<file path="src/rtl/mac_operand_feeder.sv">
// Operand sequencer for the MAC: streams N act/wgt pairs from 1-cycle RAMs, flushes, captures the result.
// Optional build macro FEEDER_RELU_EN clamps negative captured results to zero.
module mac_operand_feeder #(
  parameter int ADDR_W   = 16,
  parameter int CONV_LEN = 25,
  parameter int FC_LEN   = 192
) (
  input  logic                     clk,
  input  logic                     reset,
  input  logic                     start,
  input  logic [1:0]               layer,
  input  logic [ADDR_W-1:0]        act_base,
  input  logic [ADDR_W-1:0]        wgt_base,
  output logic                     busy,
  output logic [ADDR_W-1:0]        act_addr,
  output logic [ADDR_W-1:0]        wgt_addr,
  input  logic signed [15:0]       act_data,
  input  logic signed [15:0]       wgt_data,
  output logic                     mac_reset,
  output logic                     mac_enable,
  output logic [1:0]               mac_layer,
  output logic signed [15:0]       mac_a,
  output logic signed [15:0]       mac_b,
  input  logic signed [31:0]       mac_out,
  output logic                     res_valid,
  input  logic                     res_ready,
  output logic signed [31:0]       res_data
);

  localparam int MAX_LEN = (CONV_LEN > FC_LEN) ? CONV_LEN : FC_LEN;
  localparam int CNT_W   = $clog2(MAX_LEN + 1);
  localparam logic [CNT_W-1:0] CONV_LAST = CNT_W'(CONV_LEN - 1);
  localparam logic [CNT_W-1:0] FC_LAST   = CNT_W'(FC_LEN - 1);

  typedef enum logic [2:0] {IDLE, ADDR, DRAIN, FLUSH, CAPTURE, HOLD} state_t;

  state_t             state;
  logic [CNT_W-1:0]   cnt;
  logic [CNT_W-1:0]   last;
  // RAM data lags the address by one cycle, so a data cycle follows every ADDR cycle
  logic               data_vld;
  logic signed [31:0] cap_val;

`ifdef FEEDER_RELU_EN
  assign cap_val = mac_out[31] ? 32'sd0 : mac_out;
`else
  assign cap_val = mac_out;
`endif

  assign mac_reset  = reset;
  assign mac_enable = data_vld | (state == FLUSH);
  assign mac_a      = data_vld ? act_data : 16'sd0;
  assign mac_b      = data_vld ? wgt_data : 16'sd0;

  always_ff @(posedge clk) begin
    if (reset) begin
      state     <= IDLE;
      cnt       <= '0;
      last      <= '0;
      data_vld  <= 1'b0;
      busy      <= 1'b0;
      act_addr  <= '0;
      wgt_addr  <= '0;
      mac_layer <= 2'd0;
      res_valid <= 1'b0;
      res_data  <= '0;
    end else begin
      data_vld <= (state == ADDR);
      case (state)
        IDLE: begin
          if (start && layer != 2'd3) begin
            mac_layer <= layer;
            act_addr  <= act_base;
            wgt_addr  <= wgt_base;
            cnt       <= '0;
            last      <= (layer == 2'd2) ? FC_LAST : CONV_LAST;
            busy      <= 1'b1;
            state     <= ADDR;
          end
        end
        ADDR: begin
          if (cnt == last) begin
            state <= DRAIN;
          end else begin
            cnt      <= cnt + CNT_W'(1);
            act_addr <= act_addr + ADDR_W'(1);
            wgt_addr <= wgt_addr + ADDR_W'(1);
          end
        end
        DRAIN: state <= FLUSH;
        FLUSH: state <= CAPTURE;
        CAPTURE: begin
          // Captured by timing: a genuine zero sum is still delivered
          res_data  <= cap_val;
          res_valid <= 1'b1;
          state     <= HOLD;
        end
        HOLD: begin
          if (res_ready) begin
            res_valid <= 1'b0;
            busy      <= 1'b0;
            state     <= IDLE;
          end
        end
        default: state <= IDLE;
      endcase
    end
  end

endmodule

</file>
<file path="config.mk">
export PLATFORM = sky130hd
export DESIGN_NAME = mac_operand_feeder
export DESIGN_NICKNAME = d
export VERILOG_FILES = /design/src/rtl/mac_operand_feeder.sv
export SDC_FILE = /design/constraint.sdc
export NUM_CORES = 1
export LEC_CHECK = 0
export CAP_MARGIN = 20
export CORE_UTILIZATION = 42
export CTS_BUF_LIST = sky130_fd_sc_hd__clkbuf_8
export CTS_CLUSTER_DIAMETER = 200
export DETAILED_ROUTE_END_ITERATION = 8
export PLACE_DENSITY = 0.83
export SYNTH_ARGS = -nofsm -noshare
export SYNTH_HDL_FRONTEND = slang
export SYNTH_SLANG_ARGS = --single-unit
</file>
<file path="constraint.sdc">
create_clock -name clk -period 2.1 [get_ports clk]
set_input_delay 0.42 -clock clk [delete_from_list [all_inputs] [get_ports clk]]
set_output_delay 0.42 -clock clk [all_outputs]
set_load 0.005 [all_outputs]
</file>
Yosys cells after proc, flatten, opt, wreduce, memory -nomap -nowiden --
Index checks and enable logic that the tools add are counted.
Word-level totals: register bits after elaboration 88, bits of input ports 102, output and inout port bits 102, word-level logic and storage cells 56
Cells by class: $add $sub $neg 3, equality and inequality tests 12, mux-type cells 20, bitwise logic cells 1, reductions and logical operators 10
Operator list (count):
- $mux W16 | 6
- $pmux W16 S2 | 2
- $add A16 B1 Y16 const B | 2
- $mux W8 | 3
- $pmux W3 S6 | 1
- $pmux W8 S2 | 1
- $mux W3 | 3
- $reduce_and A3 Y1 | 3
- $add A8 B1 Y8 const B | 1
- $eq A8 B8 Y1 | 1
- $ne A2 B2 Y1 const B | 4
- $eq A3 B2 Y1 const B | 2
- $eq A3 B3 Y1 const B | 2
- $reduce_bool A2 Y1 | 3
- $pmux W1 S2 | 2
- $reduce_and A2 Y1 | 2
- $eq A3 B1 Y1 const B | 1
- $logic_not A3 Y1 | 1
- $eq A2 B2 Y1 const B | 1
- $mux W1 | 2
- $ne A2 B1 Y1 const B | 1
- $logic_and A1 B1 Y1 | 1
- $or A1 B1 Y1 | 1

Logic depth before layout (Yosys ltp) --
Gate-level depths: netlist of run 1.
depth in word-level cells 4, gate-level depth with buffers 9, mapped depth without buffers 6

Worst setup path after synthesis of run 1 --
OpenSTA, ideal clock, no wires.
path kind register -> register, start point reg cnt[7], end point reg act_addr[13], library setup time 116 ps, data arrival time 1750 ps, data required time 1984 ps, path slack 233 ps, cell stages (with the launch flop) 7, buffers on the path 1, period minus slack after synthesis 1867 ps, path through dfxtp_1 -> or4_4 -> o22a_4 -> o21ai_4 -> nand2_4 -> buf_6 -> o211a_1
Between the ends: cells in the longest elaborated chain, start to end 3
Ends and longest elaborated chain:
- start: declaration | line 38 | logic [CNT_W-1:0] cnt;
- start signal: assignment | line 85 | cnt <= cnt + CNT_W'(1);
- $eq A8 B8 Y1 | line 82 | if (cnt == last) begin
- $ne A2 B2 Y1 (no source line)
- $reduce_and A3 Y1 (no source line)
- end signal: assignment | line 73 | act_addr <= act_base;
- end signal: assignment | line 86 | act_addr <= act_addr + ADDR_W'(1);
- end: declaration | line 15 | output logic [ADDR_W-1:0] act_addr,
Every way passes these cells. A chain may end at the register's enable or synchronous reset.

Worst setup path in the final report of run 1 --
start point reg last[4], end point reg wgt_addr[13]
Between the ends: cells in the longest elaborated chain, start to end 3
Ends and longest elaborated chain:
- start: declaration | line 39 | logic [CNT_W-1:0] last;
- start signal: assignment | line 76 | last <= (layer == 2'd2) ? FC_LAST : CONV_LAST;
- $eq A8 B8 Y1 | line 82
- $ne A2 B2 Y1 (no source line)
- $reduce_and A3 Y1 (no source line)
- end signal: assignment | line 74 | wgt_addr <= wgt_base;
- end signal: assignment | line 87 | wgt_addr <= wgt_addr + ADDR_W'(1);
- end: declaration | line 16 | output logic [ADDR_W-1:0] wgt_addr,
Every way passes these cells.

==> impl_metrics.toml, run 1 <==
[status]
status = "complete, no violations"

[cells_and_area]
final_nets = 838
diodes = 0
design_area_mm2 = 0.00678
area_delta_synth_final_pct = 60.7
drive_gt1_share_pct = 10.3
finalCoreUtilization_pct = 69.4
fill_cells = 786

[pwr]
swShare_pct = 33.6
ir_drop_v = 0.000359
p_leak_nw = 2.41
p_total_mw = 4.76
power.internal_mw = 3.16
pwr_density_cell_mw_per_mm2 = 702
power_frac_clock_pct = 24.9
comb_power_share_pct = 35.4
p_sw_mw = 1.60
seq_power_share_pct = 39.7

[die]
core_area_mm2 = 0.00977
num_rows = 36
start_util_pct = 43.2
io_pins = 204
die_height_um = 102
die_w_um = 102
die_area_mm2 = 0.0105

[sta]
fin_crit_ns = 2.08
setup-tns-final_ns = 0
rsz0062_at_grt = "yes"
hold_viol = 0
slew_violations = 0
worst_pin_slew_ns = 0.526
timing.fmax_mhz = 481
relSlewSlack_pct = 64.9
whs_ns = 0.418
skew_ns = 0.0129
finalSetupViolCount = 0
period_share_pct = 99.1

[synth]
syn_nets = 628
yosysSeqAreaShare_pct = 38.9
yosysUniqueCellTypes = 65
synth_top_area_share_pct = 38.9
syn_area_mm2 = 0.00422
synthTopCellsByArea = "dfxtp_1, nand2_1, a21oi_1, and2_1, clkbuf_1"
synth-edff-count = 0
ys_seq_elements = 82
syn_area_per_cell_um2 = 8.07
syn_inst = 523
async_flop_share_pct = 0
yosysWarningCount = 0
yosys.area.top_type = "dfxtp_1"
synthFlopType = "dfxtp_1"

[worst_setup_path]
r2r_start = "last[4]"
rr_worst_depth = 6
crit_fanout = 4
cp.required_ns = 2.37
r2r_setup_slack_ns = 0.02
crit_path_end_kind = "flop"
cp-startpoint = "last[4]"
slowest_delay_ns = 0.44
path_class = "flop to flop"
rr_endpoint = "wgt_addr[13]"
crit_chain = "or3_1 > a221o_1 > o21ai_4 > buf_4 > o32ai_1 > a221oi_2"
cp.arrival_ns = 2.35
crit_buf_inv = 1
critPathSlowestCell = "or3_1"
critPathLaunchType = "flop"
cp_top_family = "compound AO/OA/AOI/OAI gates"

[route]
wirelength_mm = 14.7
drt_first_pass_iters = 5
wl_per_cell_um = 16.9
ant_nets = 0
drtIter0Drc = 339
vias_per_cell = 5.69
vias = 4958
remaining_drc_errors = 0

[clocking]
root_buffer = "clkbuf_8"
clk_pin_slew_worst_paths_ns = 0.09
clock_latency_ns = 0.36
cts_hold_buf = 0
numCtsBuffers = 9
cts_tree = "built"
cts.sinks = 82
htreeDepth = 3
cts_buffer_depth = 2

[global_route]
grt_pass1_vias = 4449
antenna_found_initial = 0
grt_pass1_wl_mm = 21.8
grt-ovfl-total = 0
track_usage_pct = 26.7
grt_max_degree = 50

[placement]
post-dp-hpwl_mm = 10.8
place_area_mm2 = 0.00654
gp_congestion = 0.885
io_buffers = 203

[worst_hold_path]
holdPathEnd = "wgt_addr[13]"
hold_class = "input pin to flop"
min_from = "reset"
min_delay_path_depth = 2

[flow_run]
drv_cap = 0
[synth_stat cells, types with 4 or more instances]
cell,count
nand2_1,92
dfxtp_1,82
a21oi_1,57
and2_1,40
clkbuf_1,30
nand3_1,22
nor2_1,20
and3_1,12
nand4_1,10
nor3_1,10
nor4_1,8
a211oi_1,7
a311oi_1,7
buf_2,7
o21ai_0,7
and4_1,6
o31ai_1,6
a31oi_1,5
a22oi_1,4
inv_1,4
o22ai_1,4
o32ai_1,4
o41ai_1,4
or3_1,4
[cell families after synthesis]
logic type	after synthesis	share of synthesized area (%)
AND/OR/NAND/NOR	241	29.2
AO/OA/AOI/OAI	148	25.3
flip-flops	82	38.9
buffers and inverters	44	4.57
XOR/XNOR	3	0.623
adder cells (fa/ha/maj)	3	0.890
multiplexers	2	0.474
[per-stage QoR]
stage | worst slack [ns] | cells
3_5_place_dp | -0.170 | 853
3_3_place_gp | -0.110 | 853
2_1_floorplan | 0.233 | 523
6_report | 0.0191 | 871
4_1_cts | 0.0276 | 869
5_1_grt | -0.0357 | 871
[power by group through the flow]
stage	combinational (mW)	clock (mW)	sequential, mW
2_1_floorplan	0.758	0	1.89
3_3_place_gp	1.60	0	1.91
3_5_place_dp	1.64	0	1.91
4_1_cts	1.65	1.20	1.88
5_1_grt	1.80	1.26	1.91
6_report	1.69	1.19	1.89
[flip-flops by register name (all words and copies together), names as in the netlist]
signal,cells
wgt_addr,16
data_vld,1
res_valid,1
mac_layer,2
busy,1
last,2
res_data,32
cnt,8
state,3
act_addr,16
[timing repair]
action,CTS,global route
gates resized for setup,2,4
setup endpoints to repair,1,16
pin swaps,0,2
setup buffers,0,2
[area by class of cell]
| cell class | instances | area [um2] | area share [%] |
|---|---|---|---|
| Multi-Input combinational cell | 397 | 2410 | 35.5 |
| Timing Repair Buffer | 239 | 2340 | 34.5 |
| Sequential cell | 82 | 1650 | 24.3 |
| Tap cell | 133 | 166 | 2.45 |
| Clock buffer | 9 | 124 | 1.83 |
| Clock inverter | 7 | 77.6 | 1.14 |
| Inverter | 4 | 15.0 | 0.221 |
[worst max path at each step]
stage	end	slack (ns)	depth (start not counted)
floorplan	act_addr[13]	0.23	6
global placement	act_addr[12]	-0.11	7
detailed placement	act_addr[12]	-0.17	7
CTS	mac_b[4]	0.03	3
global route	wgt_addr[2]	-0.04	6
finish	wgt_addr[13]	0.02	6
[routing by layer]
layer | track usage, % | vias to the layer above | wire (um)
li1 | - | 2342 | -
met1 | 32.1 | 2346 | 5780
met2 | 47.4 | 240 | 7520
met3 | 4.10 | 30 | 1120
met4 | 10.8 | 0 | 312
met5 | 0 | - | 0
[cell usage in the layout, fill, tap and decap left out, types with 4 or more instances in the layout]
cell type / netlist / routed
and3_1: 12 / 12
nand3_1: 22 / 22
nand2_1: 92 / 92
o21ai_0: 7 / 7
nor3_1: 10 / 10
and4_1: 6 / 6
o31ai_1: 6 / 6
a211oi_1: 7 / 7
nand4_1: 10 / 10
o41ai_1: 4 / 4
o32ai_1: 4 / 4
a311oi_1: 7 / 7
clkdlybuf4s50_1: 0 / 202
nor2_1: 20 / 19
buf_4: 1 / 31
a21oi_1: 57 / 57
and2_1: 40 / 40
inv_1: 4 / 5
a22oi_1: 4 / 4
o22ai_1: 4 / 4
nor4_1: 8 / 8
dfxtp_1: 82 / 81
or3_1: 4 / 4
clkbuf_8: 0 / 9
a31oi_1: 5 / 5
(Power assumes the default switching activity.)
==> inputs of run 2 (changes only) <==
- CORE_UTILIZATION: 42 -> 36
- PLACE_DENSITY: 0.83 -> 0.72
- SLEW_MARGIN: not set -> 40
==> run 2 against run 1 <==
  * Worst setup slack better by 0.039 ns
  * Largest power group unchanged
  * Final cell count is 2.0% higher
  * Register-to-register slack better by 0.04 ns
  * Sequential share of layout area is 0.32 points lower
  * Non-clock buffer count is 7 higher
  * Largest cell class unchanged
==> impl_metrics.toml, run 2 (synthesized netlist as in run 1, its figures left out) <==
[placement]
pre_cts_ws_ns = -0.0966
gp_congestion = 0.867
io_buffers = 203
post-dp-hpwl_mm = 10.8

[sta]
timing.fmax_mhz = 490
finalSetupViolCount = 0
hold_viol = 0
slew_violations = 0
fin_crit_ns = 2.04
setup_slack_ns = 0.0582
period_share_pct = 97.2
relSlewSlack_pct = 53.1
worst_pin_slew_ns = 0.702
skew_ns = 0.00659

[worst_setup_path]
crit_buf_inv = 2
crit_chain = "or3_1 > a221o_1 > o21ai_4 > buf_4 > buf_12 > o41ai_1 > a31o_2"
slowest_delay_ns = 0.40
crit_fanout = 11
cp-startpoint = "cnt[4]"
cp_top_family = "compound AO/OA/AOI/OAI gates"
worstSetupPathDepth = 7
cp.required_ns = 2.35
r2r_setup_slack_ns = 0.06
crit_path_end_kind = "flop"
rr_endpoint = "cnt[3]"
critPathLaunchType = "flop"
r2r_start = "cnt[4]"
cp.arrival_ns = 2.29
rr_worst_depth = 7
critPathSlowestCell = "a221o_1"
path_class = "flop to flop"
endpoint = "cnt[3]"

[pwr]
p_leak_nw = 2.44
p_total_mw = 4.79
ir_drop_v = 0.000376
pwr_density_cell_mw_per_mm2 = 698

[clocking]
clk_pin_slew_worst_paths_ns = 0.08
htreeDepth = 3
cts.sinks = 82
cts_hold_buf = 0
cts_tree = "built"
clock_latency_ns = 0.36
root_buffer = "clkbuf_8"
cts_buffer_depth = 2
numCtsBuffers = 9

[global_route]
grt_pass1_wl_mm = 22.2
grt_pass1_vias = 4516
grt_max_degree = 43
track_usage_pct = 23.4
grt-ovfl-total = 0
antenna_found_initial = 0

[cells_and_area]
top_regs = "res_data x32, act_addr x16, wgt_addr x16"
area_delta_synth_final_pct = 62.4
largest_register_ffs = 32
final_common_cell = "clkdlybuf4s50_1"
regMostFlops = "res_data"
drive_gt1_share_pct = 11.3
final_cell_mix = "clkdlybuf4s50_1, nand2_1, dfxtp_1"
diodes = 0
final_nets = 845

[die]
die_height_um = 110
die_w_um = 110
core_area_mm2 = 0.0114
die_area_mm2 = 0.0122
num_rows = 39
io_pins = 204
start_util_pct = 37.0

[route]
wirelength_mm = 14.7
ant_nets = 0
wl_per_cell_um = 16.6
drt_first_pass_iters = 5
drtIter0Drc = 298
vias = 4931
vias_per_cell = 5.55
remaining_drc_errors = 0

[flow_run]
drv_cap = 0

[status]
status = "complete, no violations"

[worst_hold_path]
hold_class = "input pin to flop"
-- run 2: layer usage --
metal | global-route usage [%] | part of all wire (%) | up-vias
met4 | 8.74 | 2.0 | 0
li1 | - | - | 2360
met1 | 29.1 | 41 | 2346
met2 | 40.3 | 51 | 198
met3 | 3.88 | 6.1 | 27
met5 | 0 | 0 | -
-- run 2: final cells by class --
type | count | area (um2)
tap | 143 | 179
inverter | 4 | 15.0
clock buffer | 9 | 124
sequential | 82 | 1640
multi-input combinational | 397 | 2420
clock inverter | 7 | 78.8
fill | 1011 | 4560
timing repair buffer | 246 | 2400
-- run 2: worst min-delay path by stage --
stage | cells past startpoint | end | from | slack [ns]
5_1_grt | 2 | wgt_addr[13] | reset | 0.37
4_1_cts | 2 | wgt_addr[13] | reset | 0.36
2_1_floorplan | 2 | mac_layer[0] | mac_layer[0] | 0.45
6_report | 2 | wgt_addr[13] | reset | 0.37
3_5_place_dp | 2 | res_data[7] | res_data[7] | 0.45
3_3_place_gp | 2 | res_data[6] | res_data[6] | 0.44
-- run 2: metrics by stage --
step	utilization (%)	cell area, um2	instances	setup TNS (ns)	hold slack [ns]
4_1_cts	59.6	6810	886	0	0.363
3_3_place_gp	57.8	6600	869	-0.0552	0.442
3_5_place_dp	57.8	6600	869	-0.374	0.445
2_1_floorplan	-	4220	523	0	0.453
5_1_grt	60.0	6860	888	-0.00375	0.368
6_report	60.0	6860	888	0	0.373
-- run 2: where the power goes --
group	total [mW]	internal [mW]	switching (mW)
Combinational	1.73	0.929	0.806
Sequential	1.88	1.71	0.172
Clock	1.18	0.557	0.618
-- run 2: timing repair --
item	in CTS	in global routing
setup buffers	1	2
endpoints found under the setup margin	1	48
endpoints found under the hold margin	0	0
pin swaps	1	1
cloned	0	0
resized for setup	2	6
==> inputs of run 3 (changes only) <==
- PLACE_DENSITY: 0.72 -> 0.75
- clock period: 2.1 -> 1.8 ns (I/O delays scaled with it)
==> run 3 against run 2 <==
  * The flow now finishes with violations (setup timing)
  * Critical endpoint unchanged
  * Clock skew increased by 0.0036 ns
  * Critical path depth unchanged
  * Critical path type unchanged
  * Worst hold slack got worse by 0.095 ns
==> impl_metrics.toml, run 3 (synthesized netlist as in run 1, its figures left out) <==
[worst_setup_path]
cp_top_family = "compound AO/OA/AOI/OAI gates"
crit_buf_inv = 2
critPathLaunchType = "flop"
critPathMostFrequentCell = "buf_12"
rr_worst_depth = 7
crit_path_end_kind = "flop"
worstSetupPathDepth = 7
crit_fanout = 7
crit_chain = "or4_4 > o22a_4 > o21ai_4 > buf_12 > buf_12 > o41ai_2 > a31o_2"
cp.arrival_ns = 2.27
cp.required_ns = 2.08
slowest_delay_ns = 0.55
path_class = "flop to flop"
critPathSlowestCell = "or4_4"

[clocking]
cts.sinks = 82
cts_tree = "built"
clock_latency_ns = 0.38
cts_buffer_depth = 2
root_buffer = "clkbuf_8"
htreeDepth = 3
clk_pin_slew_worst_paths_ns = 0.09
numCtsBuffers = 9
cts_hold_buf = 0

[global_route]
grt_use_met1_pct = 31.3
top_usage_layer = "met2"
grt_pass1_vias = 4940
antenna_found_initial = 0
track_usage_pct = 25.4
grt_max_degree = 35
grt_util_met3_pct = 4.35
grt-ovfl-total = 0
met2_usage_pct = 42.9
grt_pass1_wl_mm = 24.1

[sta]
hold_viol = 0
period_share_pct = 111
fin_crit_ns = 1.99
skew_ns = 0.0102
finalSetupViolCount = 41
slew_violations = 0
rsz0062_at_grt = "yes"
timing.fmax_mhz = 502
setup_slack_ns = -0.191
relSlewSlack_pct = 58.5
worst_pin_slew_ns = 0.621

[pwr]
p_total_mw = 5.92
pwr_density_cell_mw_per_mm2 = 808
ir_drop_v = 0.000458
p_leak_nw = 2.79

[cells_and_area]
final_cell_mix = "clkdlybuf4s50_1, nand2_1, dfxtp_1"
final_common_cell = "clkdlybuf4s50_1"
diodes = 0
final_nets = 879
area_delta_synth_final_pct = 73.7
regMostFlops = "res_data"
drive_gt1_share_pct = 19.0
top_regs = "res_data x32, act_addr x16, wgt_addr x16"
stdcell_count = 922
largest_register_ffs = 32

[status]
violations = "setup timing"
status = "complete, but fails checks"

[route]
vias = 5186
drtIter0Drc = 400
wirelength_mm = 16.4
ant_nets = 0
wl_per_cell_um = 17.7
drt_first_pass_iters = 5
vias_per_cell = 5.62
remaining_drc_errors = 0

[placement]
gp_congestion = 0.855
post-dp-hpwl_mm = 11.5
place_inst = 897
io_buffers = 203

[die]
num_rows = 39
start_util_pct = 37.0
io_pins = 204
die_height_um = 110
die_w_um = 110
die_area_mm2 = 0.0122
core_area_mm2 = 0.0114

[flow_run]
drv_cap = 0

[worst_hold_path]
hold_class = "input pin to flop"
min_delay_path_depth = 2
run 3: worst reg2reg max path, delay by kind of cell (launching register included):
family,cells,cell delay (ns)
AO/OA/AOI/OAI,4,0.71
AND/OR/NAND/NOR,1,0.55
flip-flops,1,0.35
buffers and inverters,2,0.28
run 3: what timing repair did:
item	CTS	global route
resized for setup	58	37
endpoints found under the hold margin	0	0
gates cloned	3	0
pin swaps	11	13
setup buffers	5	1
endpoints found under the setup margin	76	52
run 3: per-stage QoR:
step | util (%) | setup TNS (ns) | instance area, um2 | hold slack, ns | setup WS (ns)
final | 64.2 | -4.77 | 7330 | 0.278 | -0.191
after CTS | 62.7 | -3.98 | 7160 | 0.282 | -0.161
after global placement | 59.6 | -7.86 | 6810 | 0.442 | -0.298
after detailed placement | 59.6 | -8.07 | 6810 | 0.448 | -0.341
after global routing | 64.2 | -6.76 | 7330 | 0.295 | -0.231
after floorplan | - | -0.139 | 4240 | 0.438 | -0.0387
run 3: layout make-up:
type                    instances  area [um2]
inverters                       4        15.0
flip-flops and latches         82        1650
well taps                     143         179
repair buffers                280        2680
multi-input cells             397        2610
clock inverters                 7        61.3
fillers                       948        4090
clock buffers                   9         124
run 3: final timing paths:
kind	start	to	slack (ns)
worst min-delay path	reset	wgt_addr[15]	0.28
worst max-delay path	last[5]	cnt[3]	-0.19
worst min register to register	res_data[11]	res_data[11]	0.46
worst max register to register	last[5]	cnt[3]	-0.19
run 3: power breakdown:
part / switching (mW) / total (mW) / internal, mW
clock network: 0.791 / 1.32 / 0.527
registers: 0.193 / 2.19 / 1.99
logic: 1.12 / 2.42 / 1.29
total: 2.11 / 5.92 / 3.82
run 3: layer usage:
| metal | part of all wire (%) | wire, um |
|---|---|---|
| met1 | 39 | 6400 |
| met2 | 52 | 8490 |
| met3 | 6.3 | 1020 |
| met4 | 2.8 | 454 |
| met5 | 0 | 0 |
